$ cat config.mk
export PLATFORM = sky130hd
export DESIGN_NAME = psum_column_drain
export DESIGN_NICKNAME = d
export VERILOG_FILES = /design/src/rtl/psum_column_drain.sv
export SDC_FILE = /design/constraint.sdc
export NUM_CORES = 1
export LEC_CHECK = 0
export CAP_MARGIN = 20
export CORE_UTILIZATION = 55
export DETAILED_ROUTE_END_ITERATION = 12
export PLACE_DENSITY = 0.77
export SKIP_LAST_GASP = 1
export SLEW_MARGIN = 10
export SYNTH_ARGS = -nofsm -noshare
export SYNTH_HDL_FRONTEND = slang
export SYNTH_SLANG_ARGS = --single-unit
$ cat constraint.sdc
create_clock -name clk -period 3.25 [get_ports clk]
set_input_delay 0.65 -clock clk [delete_from_list [all_inputs] [get_ports clk]]
set_output_delay 0.65 -clock clk [all_outputs]
set_load 0.02 [all_outputs]
$ cat src/rtl/psum_column_drain.sv
// Column drain stage: walks the PE output-select chain, requantises each psum and queues it toward the OFM buffer.
// Optional macro DRAIN_ROUND_EN enables round-half-up before the requantisation shift.
module psum_column_drain #(
  parameter int DW         = 8,
  parameter int ROWS       = 4,
  parameter int FIFO_DEPTH = 8,
  parameter int SHIFT_W    = 4,
  parameter int ROW_W      = 2
) (
  input  logic                clk,
  input  logic                rst_n,
  input  logic                start,
  input  logic [2*DW-1:0]     bias,
  input  logic [SHIFT_W-1:0]  shift,
  input  logic                relu_en,
  input  logic                clr_ovr,
  output logic [ROWS-1:0]     pe_sel,
  input  logic [2*DW-1:0]     col_data,
  output logic [DW-1:0]       out_data,
  output logic [ROW_W-1:0]    out_row,
  output logic                out_valid,
  input  logic                out_ready,
  output logic                busy,
  output logic                done,
  output logic                overrun
);

  localparam int PW = 2*DW;
`ifdef DRAIN_ROUND_EN
  localparam int SW = 2*DW + 2;
`else
  localparam int SW = 2*DW + 1;
`endif
  localparam int AW = (FIFO_DEPTH > 1) ? $clog2(FIFO_DEPTH) : 1;
  localparam int CW = $clog2(FIFO_DEPTH + 1);
  localparam logic signed [SW-1:0] SAT_MAX = SW'((2**(DW-1)) - 1);
  localparam logic signed [SW-1:0] SAT_MIN = ~SAT_MAX;

  typedef enum logic [1:0] {IDLE, WAIT_SPACE, DRAIN, FLUSH} state_t;

  state_t                    r_state;
  logic [ROW_W-1:0]          r_row;
  logic [ROWS-1:0]           r_pe_sel;
  logic signed [PW-1:0]      r_bias;
  logic [SHIFT_W-1:0]        r_shift;
  logic                      r_relu;
  logic                      r_flush_cnt;
  logic                      r_done;
  logic                      r_ovr;

  logic signed [PW-1:0]      r_s1_data;
  logic [ROW_W-1:0]          r_s1_row;
  logic                      r_s1_vld;
  logic signed [SW-1:0]      r_s2_sum;
  logic [ROW_W-1:0]          r_s2_row;
  logic                      r_s2_vld;

  logic [DW-1:0]             r_mem_data [FIFO_DEPTH];
  logic [ROW_W-1:0]          r_mem_row  [FIFO_DEPTH];
  logic [AW-1:0]             r_wptr;
  logic [AW-1:0]             r_rptr;
  logic [CW-1:0]             r_count;

  logic                      w_space_ok;
  logic                      w_push;
  logic                      w_pop;
  logic signed [SW-1:0]      w_relu;
  logic signed [SW-1:0]      w_rnd;
  logic signed [SW-1:0]      w_shf;
  logic [DW-1:0]             w_q;

  assign w_space_ok = (r_count <= CW'(FIFO_DEPTH - ROWS));
  assign w_push     = r_s2_vld;
  assign w_pop      = (r_count != '0) && out_ready;

  assign pe_sel    = r_pe_sel;
  assign busy      = (r_state != IDLE);
  assign done      = r_done;
  assign overrun   = r_ovr;
  assign out_valid = (r_count != '0);
  assign out_data  = r_mem_data[r_rptr];
  assign out_row   = r_mem_row[r_rptr];

  // Control FSM; done is scheduled one cycle early so it coincides with the last FIFO write.
  always_ff @(posedge clk) begin
    if (!rst_n) begin
      r_state     <= IDLE;
      r_row       <= '0;
      r_pe_sel    <= '0;
      r_bias      <= '0;
      r_shift     <= '0;
      r_relu      <= 1'b0;
      r_flush_cnt <= 1'b0;
      r_done      <= 1'b0;
      r_ovr       <= 1'b0;
    end else begin
      r_done <= 1'b0;
      case (r_state)
        IDLE: begin
          if (start) begin
            r_bias  <= $signed(bias);
            r_shift <= shift;
            r_relu  <= relu_en;
            r_row   <= '0;
            if (w_space_ok) begin
              r_state  <= DRAIN;
              r_pe_sel <= ROWS'(1);
            end else begin
              r_state  <= WAIT_SPACE;
            end
          end
        end
        WAIT_SPACE: begin
          if (w_space_ok) begin
            r_state  <= DRAIN;
            r_pe_sel <= ROWS'(1);
            r_row    <= '0;
          end
        end
        DRAIN: begin
          if (r_row == ROW_W'(ROWS - 1)) begin
            r_state     <= FLUSH;
            r_pe_sel    <= '0;
            r_flush_cnt <= 1'b0;
          end else begin
            r_row    <= r_row + ROW_W'(1);
            r_pe_sel <= r_pe_sel << 1;
          end
        end
        FLUSH: begin
          if (!r_flush_cnt) begin
            r_flush_cnt <= 1'b1;
            r_done      <= 1'b1;
          end else begin
            r_state <= IDLE;
          end
        end
        default: r_state <= IDLE;
      endcase

      if (start && (r_state != IDLE))
        r_ovr <= 1'b1;
      else if (clr_ovr)
        r_ovr <= 1'b0;
    end
  end

  always_ff @(posedge clk) begin
    if (!rst_n) begin
      r_s1_data <= '0;
      r_s1_row  <= '0;
      r_s1_vld  <= 1'b0;
      r_s2_sum  <= '0;
      r_s2_row  <= '0;
      r_s2_vld  <= 1'b0;
    end else begin
      r_s1_vld  <= (r_state == DRAIN);
      r_s1_data <= $signed(col_data);
      r_s1_row  <= r_row;
      r_s2_vld  <= r_s1_vld;
      r_s2_sum  <= SW'(r_s1_data) + SW'(r_bias);
      r_s2_row  <= r_s1_row;
    end
  end

  always_comb begin
    w_relu = (r_relu && r_s2_sum[SW-1]) ? '0 : r_s2_sum;
`ifdef DRAIN_ROUND_EN
    w_rnd = w_relu;
    if (r_shift != '0)
      w_rnd = w_relu + $signed(SW'(1) << (r_shift - SHIFT_W'(1)));
`else
    w_rnd = w_relu;
`endif
    w_shf = w_rnd >>> r_shift;
    if (w_shf > SAT_MAX)
      w_q = SAT_MAX[DW-1:0];
    else if (w_shf < SAT_MIN)
      w_q = SAT_MIN[DW-1:0];
    else
      w_q = w_shf[DW-1:0];
  end

  // Space is reserved before a burst starts, so a push never meets a full FIFO.
  always_ff @(posedge clk) begin
    if (!rst_n) begin
      for (int unsigned i = 0; i < FIFO_DEPTH; i++) begin
        r_mem_data[i] <= '0;
        r_mem_row[i]  <= '0;
      end
      r_wptr  <= '0;
      r_rptr  <= '0;
      r_count <= '0;
    end else begin
      if (w_push) begin
        r_mem_data[r_wptr] <= w_q;
        r_mem_row[r_wptr]  <= r_s2_row;
        r_wptr <= (r_wptr == AW'(FIFO_DEPTH - 1)) ? '0 : r_wptr + AW'(1);
      end
      if (w_pop)
        r_rptr <= (r_rptr == AW'(FIFO_DEPTH - 1)) ? '0 : r_rptr + AW'(1);
      case ({w_push, w_pop})
        2'b10:   r_count <= r_count + CW'(1);
        2'b01:   r_count <= r_count - CW'(1);
        default: r_count <= r_count;
      endcase
    end
  end

endmodule

* Word-level counts from Yosys, hierarchy flattened *
Memory sizes are Yosys's and may differ from the RTL's. A register that Yosys moved wholly into a read port is not among the register bits.
Cells that the tools add are included.

word-level totals
  register bits = 81
  RAM bits = 80
  input port bits = 42
  output and inout port bits = 18
  logic and storage cells = 100
  memories = 2

memory list
  name        words  width  read ports  clocked after memory_dff  write ports  line  text
  r_mem_data  8      8      1           1                         8            58    logic [DW-1:0] r_mem_data [FIFO_DEPTH];
  r_mem_row   8      2      1           1                         8            59    logic [ROW_W-1:0] r_mem_row [FIFO_DEPTH];

operators by class
  $add $sub $neg = 6
  $lt $le $gt $ge = 3
  equality and inequality tests = 13
  shift operators = 1
  multiplexer cells = 39
  reductions and logical operators = 18

operator list
  operator                                                         count
  two-way mux 3 bit                                                8
  two-way mux 8 bit                                                3
  two-way mux 2 bit                                                9
  adder 16 x 16 -> 17 bit                                          1
  greater-than comparator 17 x 8 -> 1 bit (second input constant)  1
  < comparator 17 x 8 -> 1 bit (second input constant)             1
  two-way mux 17 bit                                               1
  >>> shifter 17 x 4 -> 17 bit                                     1
  two-way mux 4 bit                                                3
  one-hot mux 4 bit (3 select lines)                               1
  two-way mux 1 bit                                                10
  inequality test 2 bit (second input constant)                    5
  equality test 2 bit (second input constant)                      4
  one-hot mux 2 bit (4 select lines)                               1
  one-hot mux 4 bit (2 select lines)                               1
  AND reduction 2 bit                                              4
  AND reduction 4 bit                                              2
  nonzero test 2 bit                                               4
  OR reduction 8 bit                                               1
  adder 3 x 1 -> 3 bit (second input constant)                     2
  equality test 3 bit (second input constant)                      2
  one-hot mux 2 bit (3 select lines)                               1
  adder 4 x 1 -> 4 bit (second input constant)                     1
  equality test 2 x 1 -> 1 bit (second input constant)             2
  9 further kinds                                                  11

* Depth between registers and ports, before layout *
Gate-level depths: netlist of run 1.

  depth in word-level cells = 7
  mapped depth = 11
  depth with buffers taken out = 11

* Worst setup path before layout of run 1 *
Ideal clock, no wire load.

  path kind = register to register
  start = register r_count[0]
  end = register r_count[3]
  library setup time = 0.071 ns
  data arrival time = 2.572 ns
  required time = 3.179 ns
  setup slack = 0.607 ns
  stages on the path, launching flop included = 12
  buffers on the path = 0
  clock period less this slack = 2.643 ns
  path through = dfxtp_1 or2_2 or3_1 nand2_1 inv_1 ha_1 ha_1 a21o_1 a21oi_1 xnor2_1 or3_1 a21oi_1

between the ends
  cells in the longest elaborated chain, start to end = 4
  elaborated cells between the ends (all ways) = 8
  those cells by class = add/sub (2); eq/ne (2); mux (1); reduce/logical (3)

ends and longest elaborated chain
  element                                                                          line  text
  start: declaration                                                               62    logic [CW-1:0] r_count;
  start signal: assignment                                                         203   2'b10: r_count <= r_count + CW'(1);
  start signal: assignment                                                         204   2'b01: r_count <= r_count - CW'(1);
  start signal: assignment                                                         205   default: r_count <= r_count;
  nonzero test 4 bit *                                                             --
  via out_valid                                                                    21    output logic out_valid,
  logical AND 1 bit *                                                              74    assign w_pop = (r_count != '0) && out_ready;
  via w_pop                                                                        66    logic w_pop;
  equality test 2 x 1 -> 1 bit / equality test 2 bit (equally long branches)       202   case ({w_push, w_pop})
  one-hot mux 4 bit (2 select lines) / nonzero test 2 bit (equally long branches)  --

The timed path passes the listed nets; every way through them passes the cells marked *.
A chain may end at the register's enable or synchronous reset.

==> flow_summary_export.csv, run 1 <==
group,metric,value,unit
worst_setup_path,cp-end-kind,"register",
placement,gp_congestion,0.912,
global_routing,track_usage,24.2,%
placement,portBuffers,59,
synthesis,synth_fp_nets,830,
floorplan,die-width,124,um
clock_network,clockRootBuffer,"clkbuf_16",
synthesis,synth_compound_area_share,13.9,%
drt,drc,0,
drt,routed_wl,18100,um
synthesis,syn_area_per_cell,10.9,um^2
sta,timing.slew.headroom,48.0,%
synthesis,synthArstFlopShare,0,%
synthesis,synth-adder-area-share,4.89,%
worst_setup_path,cp_top_family,"multiplexers",
floorplan,floorplan.initialDensity,56.4,%
pwr,clkPwrFrac,29.6,%
drt,via_per_inst,6.03,
clock_network,clk_latency,0.42,ns
floorplan,rows,44,
sta,drv_slew,0,
worst_setup_path,arrival,3.17,ns
pwr,switching_share,32.4,%
sta,timing.fmax,330,MHz
worst_setup_path,start_kind,"register",
sta,skew,0.00824,ns
pwr,combPwrFrac,31.6,%
pwr,p_leak,3.59,nW
synthesis,synth_seq_cells,164,
floorplan,io_pins,60,
sta,tightestPinTransition,0.781,ns
pwr,ir_drop,0.456,mV
global_routing,grt_max_degree,57,
synthesis,yosys.area.top_type,"edfxtp_1",
final_layout,multi_input_area,0.00385,mm^2
worst_setup_path,cp_max_fo,17,
floorplan,core-area,0.0146,mm^2
synthesis,post_synth_instance_area,0.00823,mm^2
clock_network,clkTransAtPathRegs,0.06,ns
placement,dpl.hpwl,12100,um
clock_network,htreeDepth,4,
final_layout,diodes,0,
placement,pre_cts_slack,0.252,ns
worst_setup_path,cp_slowest_stage_delay,0.77,ns
clock_network,clock_path_buffers,2,
synthesis,synth_top_family_by_area,"simple AND/OR/NAND/NOR gates",
synthesis,synth-simple-area-share,14.1,%
synthesis,synthMuxAreaShare,12.8,%
clock_network,cts_setup_buffers,0,
clock_network,ctsResizeCount,0,
sta,rsz0062_at_grt,"no",
final_layout,syn2layout_area_growth,17.3,%
worst_setup_path,worstSetupPathType,"register to register",
sta,hold_violations,0,
drt,drtAntennaViolNets,0,
global_routing,grt_antenna_before_repair,0,
synthesis,synth_cells,757,
synthesis,netlist.area_leader.share,29.2,%
synthesis,synth_edf_count,80,
global_routing,gr-total-overflow,0,
drt,wire_per_inst,18.0,um
clock_network,hold_buffers,0,
pwr,p_sw,2.12,mW
pwr,power_frac_seq,38.8,%
synthesis,yosys_warnings,0,
flow_run,maxCapViolations,0,
synthesis,synthFlopType,"dfxtp_1",
drt,drt_iter0_markers,370,
drt,drt_first_pass_iters,5,
final_layout,fillers,1085,
status,outcome,"finished clean",
final_layout,drive_above_1_share,14.1,%
synthesis,synthXorXnorAreaFrac,0.851,%
worst_setup_path,crit_chain,"mux2_2, mux4_2, nand2_1, o2111ai_2, a2111oi_4, nor3_1",
synthesis,synth_seq_area_share,49.6,%
sta,fin_tns_setup,0,ns
hold_path,hp-class,"register to register",
synthesis,yosysUniqueCellTypes,68,
sta,final.setup.worst_slack,0.224,ns
worst_setup_path,required,3.39,ns
worst_setup_path,crit_buf_inv,0,
clock_network,numCtsBuffers,17,
final_layout,seqCellArea,0.00408,mm^2
pwr,power_density,676,mW/mm^2
pwr,p_int,4.41,mW
clock_network,cts_tree,"done",
sta,setup_viol_count_final,0,
global_routing,grt_pass1_vias,6122,
sta,min_period_over_period,93.1,%
global_routing,grt_pass1_wl,29800,um
clock_network,cts.sinks,164,
sta,post-route-min-period,3.03,ns
worst_setup_path,cpMaxStageDelayCell,"dfxtp_1",
synthesis,synth_area_leaders,"edfxtp_1 (29%), dfxtp_1 (20%), mux4_2 (7.7%)",
floorplan,die_h,124,um
drt,vias,6068,
final_layout,nets,882,
floorplan,dieArea,0.0155,mm^2
-- worst reg2reg max path: stages, from the launching register on --
cell and delay, ns:
dfxtp_1 0.77, mux2_2 0.44, mux4_2 0.46, nand2_1 0.14, o2111ai_2 0.20, a2111oi_4 0.64, nor3_1 0.09
-- final cells by class --
class,count,area share [%]
timing repair buffer,86,8.61
clock inverter,6,0.674
clock buffer,26,5.30
sequential,164,42.3
tap,184,2.38
inverter,21,0.817
multi-input combinational,519,39.9
-- synthesized netlist by cell type (3+ instances only) --
| master | count |
|---|---|
| xor2_1 | 6 |
| nand2_1 | 88 |
| ha_1 | 29 |
| o21a_1 | 5 |
| a211oi_1 | 54 |
| and2_1 | 29 |
| edfxtp_1 | 80 |
| nand2b_1 | 7 |
| o22ai_1 | 3 |
| a21o_1 | 7 |
| mux4_2 | 28 |
| nand3b_1 | 3 |
| a21oi_1 | 52 |
| nand4_1 | 5 |
| nor2_1 | 61 |
| mux2_2 | 20 |
| mux2i_1 | 17 |
| and3_1 | 3 |
| nor3b_1 | 3 |
| or3_1 | 9 |
| nor2b_1 | 6 |
| nor3_1 | 21 |
| o21ai_0 | 14 |
| nand3_1 | 5 |
| buf_2 | 14 |
| a22oi_1 | 3 |
| inv_1 | 19 |
| buf_1 | 5 |
| clkbuf_1 | 30 |
| dfxtp_1 | 84 |
-- worst paths after layout --
kind                      endpoint  slack, ns  cells past startpoint   startpoint
setup / recovery  r_mem_data[1][6]       0.22                      6   r_shift[0]
hold / removal         r_s2_row[1]       0.43                      1  r_s1_row[1]
setup reg to reg  r_mem_data[1][6]       0.22                      6   r_shift[0]
hold reg to reg        r_s2_row[1]       0.43                      1  r_s1_row[1]
-- logic make-up after synthesis --
| group | count (synthesis) |
|---|---|
| compound gates | 166 |
| xor+xnor | 8 |
| fa+ha+maj | 31 |
| buf+inv | 74 |
| flops | 164 |
| mux | 67 |
| simple gates | 247 |
-- flip-flops by register name, indices dropped and copies added, names as in the netlist, 2 cells and up, named ones only --
register and count:
r_s2_row 2, r_row 2, r_state 2, r_wptr 3, r_mem_data 64, r_mem_row 16
r_bias 16, r_rptr 3, r_shift 4, r_count 4, r_s1_data 16, r_s1_row 2
pe_sel 4, r_s2_sum 17
-- per-stage QoR --
stage	util [%]	power, mW	area, um^2	std cells	hold WS, ns
6_report	66.2	6.53	9650	1006	0.433
5_1_grt	66.2	6.86	9650	1006	0.459
3_3_place_gp	62.2	4.55	9080	974	0.417
2_1_floorplan	-	4.02	8230	757	0.412
3_5_place_dp	62.2	4.61	9080	974	0.420
4_1_cts	66.2	6.54	9650	1006	0.434
-- power by group through the flow --
stage | Clock [mW] | Combinational (mW) | Sequential (mW)
4_1_cts | 1.96 | 2.05 | 2.53
6_report | 1.93 | 2.06 | 2.53
2_1_floorplan | 0 | 1.51 | 2.51
3_3_place_gp | 0 | 1.99 | 2.56
5_1_grt | 2.06 | 2.25 | 2.56
3_5_place_dp | 0 | 2.04 | 2.57
-- cells in the final DEF (no fill, tap or decap), types with 3 or more instances in the layout --
master	n
a211oi_1	54
a21o_1	7
a21oi_1	52
a22oi_1	3
and2_1	29
and3_1	3
buf_12	3
buf_4	24
clkbuf_16	17
clkbuf_8	5
clkdlybuf4s50_1	59
dfxtp_1	84
edfxtp_1	80
ha_1	29
inv_1	19
mux2_2	20
mux2i_1	17
mux4_2	28
nand2_1	88
nand2b_1	7
nand3_1	5
nand3b_1	3
nand4_1	5
nor2_1	61
nor2b_1	6
nor3_1	21
nor3b_1	3
o21a_1	5
o21ai_0	14
o22ai_1	3
or3_1	9
xor2_1	6
-- routing by layer --
| metal | track usage (%) | wire length, um |
|---|---|---|
| met1 | 29.1 | 7540 |
| met2 | 42.2 | 9090 |
| met3 | 5.15 | 1040 |
| met4 | 9.50 | 442 |
| met5 | 0 | 0 |
No activity file was read; power rests on OpenSTA's default activity.
==> inputs of run 2 (changes only) <==
Settings changed: SKIP_LAST_GASP 1 to unset, SLEW_MARGIN 10 to unset.
==> results of run 2 <==
Final layout, timing and power as in run 1 (identical DEF).
==> inputs of run 3 (changes only) <==
Settings changed: MAX_ROUTING_LAYER set to met4.
==> flow_summary_export.csv, run 3 (synthesis gave the netlist of run 1 again) <==
group,metric,value,unit
floorplan,die-width,124,um
final_layout,fillers,1095,
status,outcome,"finished clean",
sta,post-route-min-period,3.04,ns
drt,wire_per_inst,18.6,um
flow_run,maxCapViolations,0,
final_layout,drive_above_1_share,14.3,%
drt,via_per_inst,6.13,
sta,timing.slew.headroom,42.6,%
global_routing,gr-total-overflow,0,
pwr,ir_drop,0.394,mV
final_layout,diodes,0,
sta,tightestPinTransition,0.861,ns
floorplan,dieArea,0.0155,mm^2
clock_network,clk_latency,0.43,ns
drt,drc,0,
sta,timing.fmax,329,MHz
floorplan,rows,44,
global_routing,grt_pass1_wl,30400,um
sta,setup_viol_count_final,0,
clock_network,cts.sinks,164,
drt,drtAntennaViolNets,0,
clock_network,numCtsBuffers,17,
worst_setup_path,cp_max_fo,20,
sta,skew,0.00953,ns
pwr,p_leak,3.59,nW
floorplan,floorplan.initialDensity,56.4,%
placement,portBuffers,59,
final_layout,reg_top3,"r_mem_data x64, r_s2_sum x17",
floorplan,io_pins,60,
sta,min_period_over_period,93.5,%
sta,fin_tns_setup,0,ns
sta,rsz0062_at_grt,"no",
worst_setup_path,required,2.60,ns
floorplan,die_h,124,um
pwr,power,6.65,mW
placement,dpl.hpwl,12300,um
final_layout,largest_reg_flops,64,
drt,vias,6162,
worst_setup_path,start_kind,"register",
global_routing,track_usage,25.7,%
final_layout,largest-register,"r_mem_data",
final_layout,layout_common_cells,"nand2_1 (88), dfxtp_1 (83), edfxtp_1 (80), nor2_1 (61), clkdlybuf4s50_1 (59)",
clock_network,clockRootBuffer,"clkbuf_16",
worst_setup_path,arrival,2.39,ns
worst_setup_path,worstSetupPathType,"register to output port",
final_layout,utilization,66.4,%
drt,drt_iter0_markers,585,
floorplan,core-area,0.0146,mm^2
drt,routed_wl,18700,um
clock_network,cts_tree,"done",
global_routing,grt_max_degree,57,
hold_path,hp-class,"register to register",
pwr,power_density,687,mW/mm^2
worst_setup_path,cp-end-kind,"output port",
final_layout,syn2layout_area_growth,17.6,%
global_routing,grt_antenna_before_repair,0,
clock_network,hold_buffers,0,
global_routing,grt_pass1_vias,6073,
clock_network,clkTransAtPathRegs,0.07,ns
sta,drv_slew,0,
clock_network,clock_path_buffers,2,
final_layout,final_common_cell,"nand2_1",
final_layout,nets,881,
drt,drt_first_pass_iters,5,
sta,hold_violations,0,
clock_network,htreeDepth,4,
placement,gp_congestion,0.919,
## run 3: power by group
group	internal (mW)	switching, mW
sequential	2.36	0.176
combinational	0.878	1.19
clock	1.17	0.874
total	4.41	2.24
## run 3: stage by stage
step | area (um^2) | setup slack (ns) | std cells | hold WS [ns]
final | 9680 | 0.212 | 1005 | 0.436
after global routing | 9680 | 0.157 | 1005 | 0.450
after CTS | 9680 | 0.160 | 1005 | 0.436
after detailed placement | 9070 | 0.195 | 973 | 0.420
after floorplan | 8230 | 0.607 | 757 | 0.412
after global placement | 9070 | 0.313 | 973 | 0.415
## run 3: final timing paths
check	cells past startpoint	end	slack, ns	from
worst min register to register	1	r_s2_vld	0.44	r_s1_vld
worst min-delay path	1	r_s2_vld	0.44	r_s1_vld
worst max-delay path	4	out_data[5]	0.21	register
worst max register to register	6	r_mem_data[1][6]	0.37	r_shift[2]
## run 3: final cells by class
cell class / count / area (um^2) / area share [%]
Multi-Input combinational cell: 519 / 3850 / 39.8
Tap cell: 184 / 230 / 2.38
Clock inverter: 13 / 135 / 1.40
Inverter: 21 / 78.8 / 0.814
Timing Repair Buffer: 85 / 823 / 8.50
Clock buffer: 19 / 475 / 4.91
Sequential cell: 164 / 4090 / 42.2
## run 3: critical path: stages (launching register included)
cell	delay, ns
dfxtp_1	0.36
buf_12	0.21
mux4_2	0.52
mux2_2	0.29
clkdlybuf4s50_1	0.55
## run 3: per-layer routing
layer	wire length (um)	global-route usage, %	vias up	part of all wire (%)
met2	9270	41.6	243	50
met4	412	10.2	0	2.2
li1	-	-	2897	-
met3	1130	3.95	33	6.1
met1	7860	32.5	2989	42
met5	0	-	-	0
## run 3: timing repair
item	in CTS	in global routing
resized for setup	0	1
setup buffers	0	0
endpoints found under the setup margin	0	4
